==> config.mk <==
export PLATFORM = sky130hd
export DESIGN_NAME = alu_arbiter_flat
export DESIGN_NICKNAME = d
export VERILOG_FILES = /design/src/rtl/alu_arbiter_pkg.sv /design/src/rtl/alu_arbiter_if.sv /design/src/rtl/alu_arbiter_rr.sv /design/src/rtl/alu_arbiter.sv /design/src/flat_wrapper.sv
export SDC_FILE = /design/constraint.sdc
export NUM_CORES = 1
export LEC_CHECK = 0
export BUFFER_PORTS_ARGS = -buffer_cell sky130_fd_sc_hd__buf_2
export CAP_MARGIN = 30
export CELL_PAD_IN_SITES_DETAIL_PLACEMENT = 1
export CELL_PAD_IN_SITES_GLOBAL_PLACEMENT = 1
export CORE_MARGIN = 3
export CORE_UTILIZATION = 23
export DETAILED_ROUTE_END_ITERATION = 6
export PLACE_DENSITY_LB_ADDON = 0.1
export SLEW_MARGIN = 40
export SYNTH_ARGS = -nofsm -noshare
export SYNTH_HDL_FRONTEND = slang
export SYNTH_HIERARCHICAL = 1
export SYNTH_SLANG_ARGS = --single-unit
==> constraint.sdc <==
create_clock -name clk -period 2.1 [get_ports clk]
set_input_delay 0.21 -clock clk [delete_from_list [all_inputs] [get_ports clk]]
set_output_delay 0.21 -clock clk [all_outputs]
set_load 0.02 [all_outputs]
==> src/rtl/alu_arbiter_pkg.sv <==
// Shared types and constants for the ALU arbiter slice.
package alu_arbiter_pkg;

  typedef enum logic {
    IDLE,
    RESP
  } alu_arb_state_t;

  localparam logic [2:0] ADD_SUB = 3'd0;
  localparam logic [2:0] SLL     = 3'd1;
  localparam logic [2:0] SLT     = 3'd2;
  localparam logic [2:0] SLTU    = 3'd3;
  localparam logic [2:0] XOR     = 3'd4;
  localparam logic [2:0] SRL_SRA = 3'd5;
  localparam logic [2:0] OR      = 3'd6;
  localparam logic [2:0] AND     = 3'd7;

  typedef struct packed {
    logic [31:0] a;
    logic [31:0] b;
    logic [2:0]  fn3;
    logic        fn7_bit5;
  } alu_op_t;

endpackage

==> src/rtl/alu_arbiter_if.sv <==
// Requester, response and shared-ALU signals of the ALU arbiter.
// slave = arbiter side, master = requesters plus the ALU instance.
interface alu_arbiter_if #(
  parameter int NUM_REQ = 2,
  parameter int ID_W    = $clog2(NUM_REQ)
) ();
  logic [NUM_REQ-1:0]    req_valid;
  logic [NUM_REQ-1:0]    req_ready;
  logic [NUM_REQ*32-1:0] req_a;
  logic [NUM_REQ*32-1:0] req_b;
  logic [NUM_REQ*3-1:0]  req_fn3;
  logic [NUM_REQ-1:0]    req_fn7_bit5;
  logic [NUM_REQ-1:0]    rsp_valid;
  logic [NUM_REQ-1:0]    rsp_ready;
  logic [31:0]           rsp_data;
  logic [ID_W-1:0]       rsp_id;
  logic [31:0]           alu_a;
  logic [31:0]           alu_b;
  logic [2:0]            alu_fn3;
  logic                  alu_fn7_bit5;
  logic [31:0]           alu_result;

  modport slave (
    input  req_valid, req_a, req_b, req_fn3, req_fn7_bit5, rsp_ready, alu_result,
    output req_ready, rsp_valid, rsp_data, rsp_id, alu_a, alu_b, alu_fn3, alu_fn7_bit5
  );

  modport master (
    output req_valid, req_a, req_b, req_fn3, req_fn7_bit5, rsp_ready, alu_result,
    input  req_ready, rsp_valid, rsp_data, rsp_id, alu_a, alu_b, alu_fn3, alu_fn7_bit5
  );
endinterface

==> src/rtl/alu_arbiter_rr.sv <==
// Combinational round-robin picker: first request after i_last, wrapping.
module rr_arbiter #(
  parameter int NUM_REQ = 2,
  parameter int ID_W    = $clog2(NUM_REQ)
) (
  input  logic [NUM_REQ-1:0] i_req,
  input  logic [ID_W-1:0]    i_last,
  output logic [NUM_REQ-1:0] o_grant,
  output logic [ID_W-1:0]    o_idx,
  output logic               o_any
);

  logic [ID_W-1:0] w_pos;

  // Scan from farthest to nearest so the nearest requester overwrites last.
  always_comb begin
    o_grant = '0;
    o_idx   = '0;
    o_any   = 1'b0;
    w_pos   = '0;
    for (int unsigned k = NUM_REQ; k >= 1; k--) begin
      w_pos = ID_W'((32'(i_last) + k) % NUM_REQ);
      if (i_req[w_pos]) begin
        o_grant        = '0;
        o_grant[w_pos] = 1'b1;
        o_idx          = w_pos;
        o_any          = 1'b1;
      end
    end
  end

endmodule

==> src/rtl/alu_arbiter.sv <==
// Round-robin sharing of one combinational ALU between NUM_REQ requesters.
// Define ALU_ARBITER_BYPASS_EN to re-arbitrate in RESP for 1 op/cycle.
module alu_arbiter
  import alu_arbiter_pkg::*;
#(
  parameter int NUM_REQ = 2,
  parameter int ID_W    = $clog2(NUM_REQ)
) (
  input  logic          clk,
  input  logic          async_rst,
  input  logic          clk_en,
  alu_arbiter_if.slave  bus
);

`ifdef ALU_ARBITER_BYPASS_EN
  localparam bit BYPASS = 1'b1;
`else
  localparam bit BYPASS = 1'b0;
`endif

  alu_arb_state_t     r_state;
  logic [ID_W-1:0]    r_last;
  logic [ID_W-1:0]    r_rsp_id;
  logic [31:0]        r_rsp_data;
  logic [NUM_REQ-1:0] r_rsp_valid;

  logic [NUM_REQ-1:0] w_arb_req;
  logic [NUM_REQ-1:0] w_grant;
  logic [ID_W-1:0]    w_idx;
  logic               w_any;
  logic               w_rsp_acc;
  logic               w_take;
  alu_op_t            w_op;

  assign w_arb_req = ((r_state == IDLE) || BYPASS) ? bus.req_valid : '0;

  rr_arbiter #(
    .NUM_REQ (NUM_REQ),
    .ID_W    (ID_W)
  ) u_rr (
    .i_req   (w_arb_req),
    .i_last  (r_last),
    .o_grant (w_grant),
    .o_idx   (w_idx),
    .o_any   (w_any)
  );

  assign w_rsp_acc = (r_state == RESP) && clk_en && bus.rsp_ready[r_rsp_id];
  assign w_take    = clk_en && w_any && ((r_state == IDLE) || (BYPASS && w_rsp_acc));

  always_comb begin
    w_op = '0;
    if (w_any) begin
      w_op.a        = bus.req_a[int'(w_idx)*32 +: 32];
      w_op.b        = bus.req_b[int'(w_idx)*32 +: 32];
      w_op.fn3      = bus.req_fn3[int'(w_idx)*3 +: 3];
      w_op.fn7_bit5 = bus.req_fn7_bit5[w_idx];
    end
  end

  assign bus.alu_a        = w_op.a;
  assign bus.alu_b        = w_op.b;
  assign bus.alu_fn3      = w_op.fn3;
  assign bus.alu_fn7_bit5 = w_op.fn7_bit5;
  assign bus.req_ready    = w_take ? w_grant : '0;
  assign bus.rsp_valid    = r_rsp_valid;
  assign bus.rsp_data     = r_rsp_data;
  assign bus.rsp_id       = r_rsp_id;

  // A grant always wins over a plain response release; without bypass
  // w_take can only fire in IDLE, so the ordering is harmless there.
  always_ff @(posedge clk or posedge async_rst) begin
    if (async_rst) begin
      r_state     <= IDLE;
      r_last      <= ID_W'(NUM_REQ - 1);
      r_rsp_id    <= '0;
      r_rsp_data  <= '0;
      r_rsp_valid <= '0;
    end else if (clk_en) begin
      if (w_take) begin
        r_state     <= RESP;
        r_rsp_data  <= bus.alu_result;
        r_rsp_id    <= w_idx;
        r_last      <= w_idx;
        r_rsp_valid <= w_grant;
      end else if (w_rsp_acc) begin
        r_state     <= IDLE;
        r_rsp_valid <= '0;
      end
    end
  end

endmodule

==> src/flat_wrapper.sv <==
// flat-port wrapper written by rule: the top's interface ports become plain ports
module alu_arbiter_flat import alu_arbiter_pkg::*;
#(
  parameter int NUM_REQ = 2,
  parameter int ID_W    = $clog2(NUM_REQ)
)
  (clk, async_rst, clk_en, bus_req_valid, bus_req_a, bus_req_b, bus_req_fn3, bus_req_fn7_bit5, bus_rsp_ready, bus_alu_result, bus_req_ready, bus_rsp_valid, bus_rsp_data, bus_rsp_id, bus_alu_a, bus_alu_b, bus_alu_fn3, bus_alu_fn7_bit5);
  alu_arbiter_if #(.NUM_REQ(NUM_REQ), .ID_W(ID_W)) bus_i ();
  input  logic clk;
  input  logic async_rst;
  input  logic clk_en;
  input wire logic [$bits(bus_i.req_valid)-1:0] bus_req_valid;
  input wire logic [$bits(bus_i.req_a)-1:0] bus_req_a;
  input wire logic [$bits(bus_i.req_b)-1:0] bus_req_b;
  input wire logic [$bits(bus_i.req_fn3)-1:0] bus_req_fn3;
  input wire logic [$bits(bus_i.req_fn7_bit5)-1:0] bus_req_fn7_bit5;
  input wire logic [$bits(bus_i.rsp_ready)-1:0] bus_rsp_ready;
  input wire logic [$bits(bus_i.alu_result)-1:0] bus_alu_result;
  output wire logic [$bits(bus_i.req_ready)-1:0] bus_req_ready;
  output wire logic [$bits(bus_i.rsp_valid)-1:0] bus_rsp_valid;
  output wire logic [$bits(bus_i.rsp_data)-1:0] bus_rsp_data;
  output wire logic [$bits(bus_i.rsp_id)-1:0] bus_rsp_id;
  output wire logic [$bits(bus_i.alu_a)-1:0] bus_alu_a;
  output wire logic [$bits(bus_i.alu_b)-1:0] bus_alu_b;
  output wire logic [$bits(bus_i.alu_fn3)-1:0] bus_alu_fn3;
  output wire logic [$bits(bus_i.alu_fn7_bit5)-1:0] bus_alu_fn7_bit5;
  assign bus_i.req_valid = bus_req_valid;
  assign bus_i.req_a = bus_req_a;
  assign bus_i.req_b = bus_req_b;
  assign bus_i.req_fn3 = bus_req_fn3;
  assign bus_i.req_fn7_bit5 = bus_req_fn7_bit5;
  assign bus_i.rsp_ready = bus_rsp_ready;
  assign bus_i.alu_result = bus_alu_result;
  assign bus_req_ready = bus_i.req_ready;
  assign bus_rsp_valid = bus_i.rsp_valid;
  assign bus_rsp_data = bus_i.rsp_data;
  assign bus_rsp_id = bus_i.rsp_id;
  assign bus_alu_a = bus_i.alu_a;
  assign bus_alu_b = bus_i.alu_b;
  assign bus_alu_fn3 = bus_i.alu_fn3;
  assign bus_alu_fn7_bit5 = bus_i.alu_fn7_bit5;
  alu_arbiter #(.NUM_REQ(NUM_REQ), .ID_W(ID_W)) u_core (.clk(clk), .async_rst(async_rst), .clk_en(clk_en), .bus(bus_i));
endmodule
Word-level counts from Yosys, hierarchy flattened
Cells that the tools add are included.
- flip-flop bits (word level): 37
- output and inout bits: 105
- word-level logic and storage cells: 52
- $add $sub $neg: 2
- multiply operators: 1
- $lt $le $gt $ge: 6
- shifts and indexed selects: 3
- multiplexer cells: 25
- bitwise logic cells: 1
- reductions and logical operators: 9
- operators by type and width (operator ; count):
    64-bit by 7-bit variable part select with 32-bit output ; 2
    68-bit 2-to-1 mux ; 1
    6-bit by 32-bit variable part select with 3-bit output ; 1
    1-bit 2-to-1 mux ; 16
    2-bit 2-to-1 mux ; 6
    1-bit by 2-bit < comparator with 1-bit output (second input constant) ; 4
    1-bit logical AND ; 6
    2-bit AND reduction ; 2
    1-bit by 2-bit multiplier with 3-bit output (second input constant) ; 1
    1-bit adder (second input constant) ; 2
    1-bit demux with 1-bit select ; 2
    1-bit greater-or-equal comparator (second input constant) ; 2
    2-bit nonzero test ; 1
    1-bit inverter ; 1

Depth between registers and ports, before layout
- depth in word-level cells: 9
- mapped depth: 8
- depth with buffers taken out: 5

By module
Netlist, hierarchy kept.
- by module, submodules not included (module ; times used ; cells an instance ; area each (um^2)):
    alu_arbiter ; 1 ; 313 ; 2676.3
    rr_arbiter ; 1 ; 5 ; 32.5

Worst setup path before layout
No wires, ideal clock.
- path kind: flip-flop to output port
- from: register u_core.r_state
- to: output bus_alu_a[22]
- arrival: 1.678 ns
- data required time: 1.890 ns
- path slack: 0.212 ns
- cell stages (with the launch flop): 8
- buffers on the path: 3
- cell sequence: dfrtp_1 and2b_1 a21boi_0 buf_4 buf_6 buf_8 mux2i_1 nor2b_1
- cells in the longest elaborated chain, start to end: 7
- elaborated cells on any way between the ends: 11
- classes of those cells: 1 x shift; 10 x mux
- ends and longest elaborated chain (element ; line ; text):
    start, declared ; alu_arbiter.sv:21 ; alu_arb_state_t r_state;
    start signal, assigned ; alu_arbiter.sv:74 ; r_state <= IDLE;
    start signal, assigned ; alu_arbiter.sv:81 ; r_state <= RESP;
    start signal, assigned ; alu_arbiter.sv:87 ; r_state <= IDLE;
    2-bit 2-to-1 mux (*) ; alu_arbiter.sv:35 ; assign w_arb_req = ((r_state == IDLE) || BYPASS) ? bus.req_valid : '0;
    named net u_core.w_arb_req[1] ; alu_arbiter.sv:27 ; logic [NUM_REQ-1:0] w_arb_req;
    1-bit 2-to-1 mux (not written as such) (2 in series) ; alu_arbiter_rr.sv:23 ; if (i_req[w_pos]) begin
    1-bit 2-to-1 mux ; alu_arbiter_rr.sv:23 ;
    1-bit 2-to-1 mux (*) ; alu_arbiter_rr.sv:23 ;
    named net u_core.w_idx ; alu_arbiter.sv:29 ; logic [ID_W-1:0] w_idx;
    64-bit by 7-bit variable part select with 32-bit output (*) ; alu_arbiter.sv:54 ; w_op.a = bus.req_a[int'(w_idx)*32 +: 32];
    68-bit 2-to-1 mux (*) ; alu_arbiter.sv:53 ; if (w_any) begin
    end, declared ; flat_wrapper.sv:23 ; output wire logic [$bits(bus_i.alu_a)-1:0] bus_alu_a;
Mark *: on every way through the listed nets, which the timed path passes. The rest lies on a longest branch. The select of a mux whose other input is x is not followed.

Worst setup path in the final report
- from: register u_core.r_state
- to: output bus_alu_b[24]
- cells in the longest elaborated chain, start to end: 7
- elaborated cells on any way between the ends: 11
- classes of those cells: 1 x shift; 10 x mux
- ends and longest elaborated chain (element ; line ; text):
    2-bit 2-to-1 mux (*) ; alu_arbiter.sv:35 ;
    named net u_core.w_arb_req[1] ; alu_arbiter.sv:27 ;
    1-bit 2-to-1 mux (not written as such) (2 in series) ; alu_arbiter_rr.sv:23 ;
    1-bit 2-to-1 mux ; alu_arbiter_rr.sv:23 ;
    1-bit 2-to-1 mux (*) ; alu_arbiter_rr.sv:23 ;
    named net u_core.w_idx ; alu_arbiter.sv:29 ;
    64-bit by 7-bit variable part select with 32-bit output (*) ; alu_arbiter.sv:55 ; w_op.b = bus.req_b[int'(w_idx)*32 +: 32];
    68-bit 2-to-1 mux (*) ; alu_arbiter.sv:53 ;
    end, declared ; flat_wrapper.sv:24 ; output wire logic [$bits(bus_i.alu_b)-1:0] bus_alu_b;
Marks and branches as above.

==> impl_metrics.csv <==
group,metric,value,unit
hold_path,hold_end,"u_core/bus.rsp_data[10]",
setup_path,timing.setup.critical_path_class,"reg2out",
synthesis,ys_ff_latch,37,
synthesis,ys_dominant_reg_cell,"sky130_fd_sc_hd__dfrtp_1",
setup_path,crit_path_max_fanout,10,
placed_design,buffer_ports.inserted,279,
status,failed_checks,"negative setup slack",
clocking,clock_insertion_delay_at_the_later_pin_of_the_skew_report,0.28,ns
grt,first_global_vias,3335,
timing,final-setup-viol-count,68,
synthesis,syn-cell-area,0.002709,mm²
final_layout,nets,779,
setup_path,r2r_depth,6,
clocking,ctsRootBufferMaster,"sky130_fd_sc_hd__clkbuf_16",
setup_path,ff2ff_setup_slack,0.27,ns
grt,antenna_found_initial,1,
synthesis,post_synth.cell_area_avg,8.518,µm²
hold_path,hold_path.class,"in2reg",
timing,rsz0062_at_grt,"true",
setup_path,cp_data_arrival_time,1.99,ns
timing,finalWorstPathRequiredPeriod,2.198,ns
synthesis,yosysSeqAreaShare,34.23,%
routing,postRouteAntennaNets,0,
routing,vias,3223,
routing,avgViaCountPerCell,4.303,
status,run_status,"complete, but fails checks",
clocking,cts-buffers-inserted,5,
clocking,tritoncts_num_sinks,37,
timing,tightest_slew,0.3711,ns
final_layout,layout-drive-gt1-share,52.81,%
grt,grt_max_degree,69,
floorplanning,row_count,39,
floorplanning,num_io_pins,280,
floorplanning,floorplan.initialDensity,23.62,%
setup_path,crit_path_cell_trace,"and2b_1 -> a21boi_4 -> buf_4 -> buf_16 -> mux2i_2 -> nor2b_1 -> buf_2",
routing,drt-wirelength-per-cell,15.87,µm
routing,drt-total-wl,11890,µm
setup_path,regToRegStartpoint,"u_core/r_state",
floorplanning,dieArea,0.01312,mm²
hold_path,timing.hold.worst.start,"bus_alu_result[10]",
setup_path,worst_ep_required_time,1.89,ns
synthesis,synth_top_area_share,33.26,%
clocking,htree_num_levels,2,
setup_path,cp_delay_by_family_top,"buffers and inverters",
timing,final-hold-violation-count,0,
setup_path,regToRegEndpoint,"u_core/bus.rsp_data[25]",
placed_design,detailed_place_hpwl,9605,µm
synthesis,synth_edf_count,0,
pwr,netSwitchingFraction,45.04,%
pwr,power.combinational.fraction,65.8,%
setup_path,critical_path.max_stage_delay,0.41,ns
synthesis,synth_cell_type_count,20,
final_layout,post_route_cell_area,0.004703,mm²
synthesis,synth_area_leader_cell,"sky130_fd_sc_hd__dfrtp_1",
routing,firstDrtPassIters,4,
grt,grt_usage,16.17,%
routing,drt_drc,0,
pwr,power.sequential.fraction,21.3,%
clocking,worst_setup_hold_path_clk_slew,0.06,ns
floorplanning,core,0.01147,mm²
synthesis,syn_inst,318,
final_layout,area.growth.synth_to_final,73.63,%
pwr,p_switching,2.563,mW
final_layout,nFillCells,1457,
timing,fmaxAchievable,455.0,MHz
hold_path,worst_hold_path.num_cells,3,
pwr,peakVddDrop,0.0004843,V
synthesis,synth_async_sr_flop_share,100.0,%
floorplanning,floorplan.die.height,114.5,µm
routing,drt_iter0_markers,85,
pwr,share_clk_of_total_power,12.9,%
floorplanning,die_extent_in_x,114.5,µm
clocking,cts_tree,"built",
clocking,clk_path_buf_depth,2,
pwr,cell_internal_pwr,3.128,mW
timing,final_worst_slack,-0.09770,ns
placed_design,placement.setup.worst_slack,0.1897,ns
grt,grt_pass1_wl,16930,µm
synthesis,synth_common_cells,"104 x sky130_fd_sc_hd__nand2_1, 69 x sky130_fd_sc_hd__mux2i_1, 68 x sky130_fd_sc_hd__nor2b_1",
pwr,total_power,5.691,mW
grt,overflow,0,
timing,timing.slew.headroom,75.13,%
setup_path,crit_buf_inv,3,
placed_design,post_dp_cell_area,0.004317,mm²
flow_run,drv_cap,0,
pwr,cellLeakagePower,2.647,nW
timing,timing.final.max_slew_violations,0,
pwr,power-per-cell-area,1210,mW/mm²
synthesis,yosys.cell_count.top_type,"sky130_fd_sc_hd__nand2_1",
timing,skew,0.005242,ns
timing,min_period_over_period,104.7,%
setup_path,startpoint_type,"register",
setup_path,worst_path_max_delay_cell,"sky130_fd_sc_hd__dfrtp_1",
synthesis,synth_fp_nets,493,
synthesis,netlist_top_cells_area,"sky130_fd_sc_hd__dfrtp_1 33%, sky130_fd_sc_hd__mux2i_1 25%, sky130_fd_sc_hd__nor2b_1 16%",
synthesis,ys_warn_count,6,
setup_path,worstSetupEndpointType,"output pin",
placed_design,place.gp.congestion,0.8133,
## worst register-to-register path, stage by stage, from the launching register on
cell and delay, ns:
sky130_fd_sc_hd__dfrtp_1 0.41, sky130_fd_sc_hd__and2b_1 0.28, sky130_fd_sc_hd__or2_1 0.24, sky130_fd_sc_hd__nand3b_2 0.34, sky130_fd_sc_hd__buf_4 0.32, sky130_fd_sc_hd__nand2_1 0.09
sky130_fd_sc_hd__nand2_1 0.05
## power groups by stage
stage	clock [mW]	sequential, mW	combinational [mW]
final	0.737	1.21	3.74
after global routing	0.789	1.26	4.06
after CTS	0.763	1.22	3.63
after detailed placement	0	1.23	3.50
after global placement	0	1.22	3.45
after floorplan	0	1.58	1.89
## final cells by class
class | count | area, µm² | share of cell area (%)
Clock buffer | 6 | 138.9 | 2.953
Sequential cell | 37 | 927.1 | 19.71
Timing Repair Buffer | 303 | 1800 | 38.28
Antenna cell | 2 | 5.005 | 0.1064
Multi-Input combinational cell | 255 | 1638 | 34.82
Tap cell | 143 | 178.9 | 3.804
Inverter | 2 | 7.507 | 0.1596
Clock inverter | 1 | 7.507 | 0.1596
## cells in the final DEF, fill, tap and decap left out, drive strengths merged, types with 2 or more instances in the layout
cell,instances
a21boi,2
and2,2
and2b,2
buf,299
clkbuf,9
dfrtp,36
diode,2
inv,2
mux2i,69
nand2,104
nor2,2
nor2b,68
o21bai,2
## what timing repair did
action / in CTS / in global routing
cloned: 1 / 3
buffers inserted: 2 / 2
resized for setup: 15 / 19
endpoints found under the hold margin: 18 / 0
hold buffers: 1 / 0
endpoints found under the setup margin: 57 / 70
## flip-flops by register name, summed over array words and instances, names as in the netlist
signal                flops
u_core/bus.rsp_valid      2
u_core/bus.rsp_data      32
u_core/r_state            1
u_core/bus.rsp_id         1
u_core/r_last             1
## layer usage
layer | up-vias | GRT usage [%] | part of all wire (%)
li1 | 1586 | - | -
met4 | 0 | 3.800 | 1.6
met1 | 1486 | 18.43 | 37
met2 | 140 | 29.57 | 53
met3 | 11 | 4.704 | 8.9
met5 | - | 0 | 0
## stage by stage
step | setup TNS (ns) | util [%] | cells | hold WS (ns)
after floorplan | 0 | - | 318 | 0.3154
after global placement | 0 | 37.64 | 731 | 0.2740
after global routing | -11.26 | 40.99 | 748 | 0.1255
after detailed placement | 0 | 37.64 | 731 | 0.2801
final | -3.506 | 41.01 | 749 | 0.1186
after CTS | -4.241 | 39.75 | 742 | 0.1170
## worst max path at each step
stage,start,end,slack [ns],cells past startpoint
after global placement,u_core/r_state,bus_alu_a[11],0.25,7
final,u_core/r_state,bus_alu_b[24],-0.1,7
after global routing,u_core/r_state,bus_alu_a[25],-0.21,7
after detailed placement,u_core/r_state,bus_alu_a[11],0.19,7
after CTS,u_core/r_state,bus_alu_a[11],-0.11,7
after floorplan,u_core/r_state,bus_alu_a[22],0.21,7
## logic make-up after synthesis
family	synth area share [%]
muxes	25.50
AOI/OAI and AO/OA	1.293
and+or+nand+nor	32.56
DFF	34.23
buffers and inverters	6.420
Power figures use the tool's default switching activity.
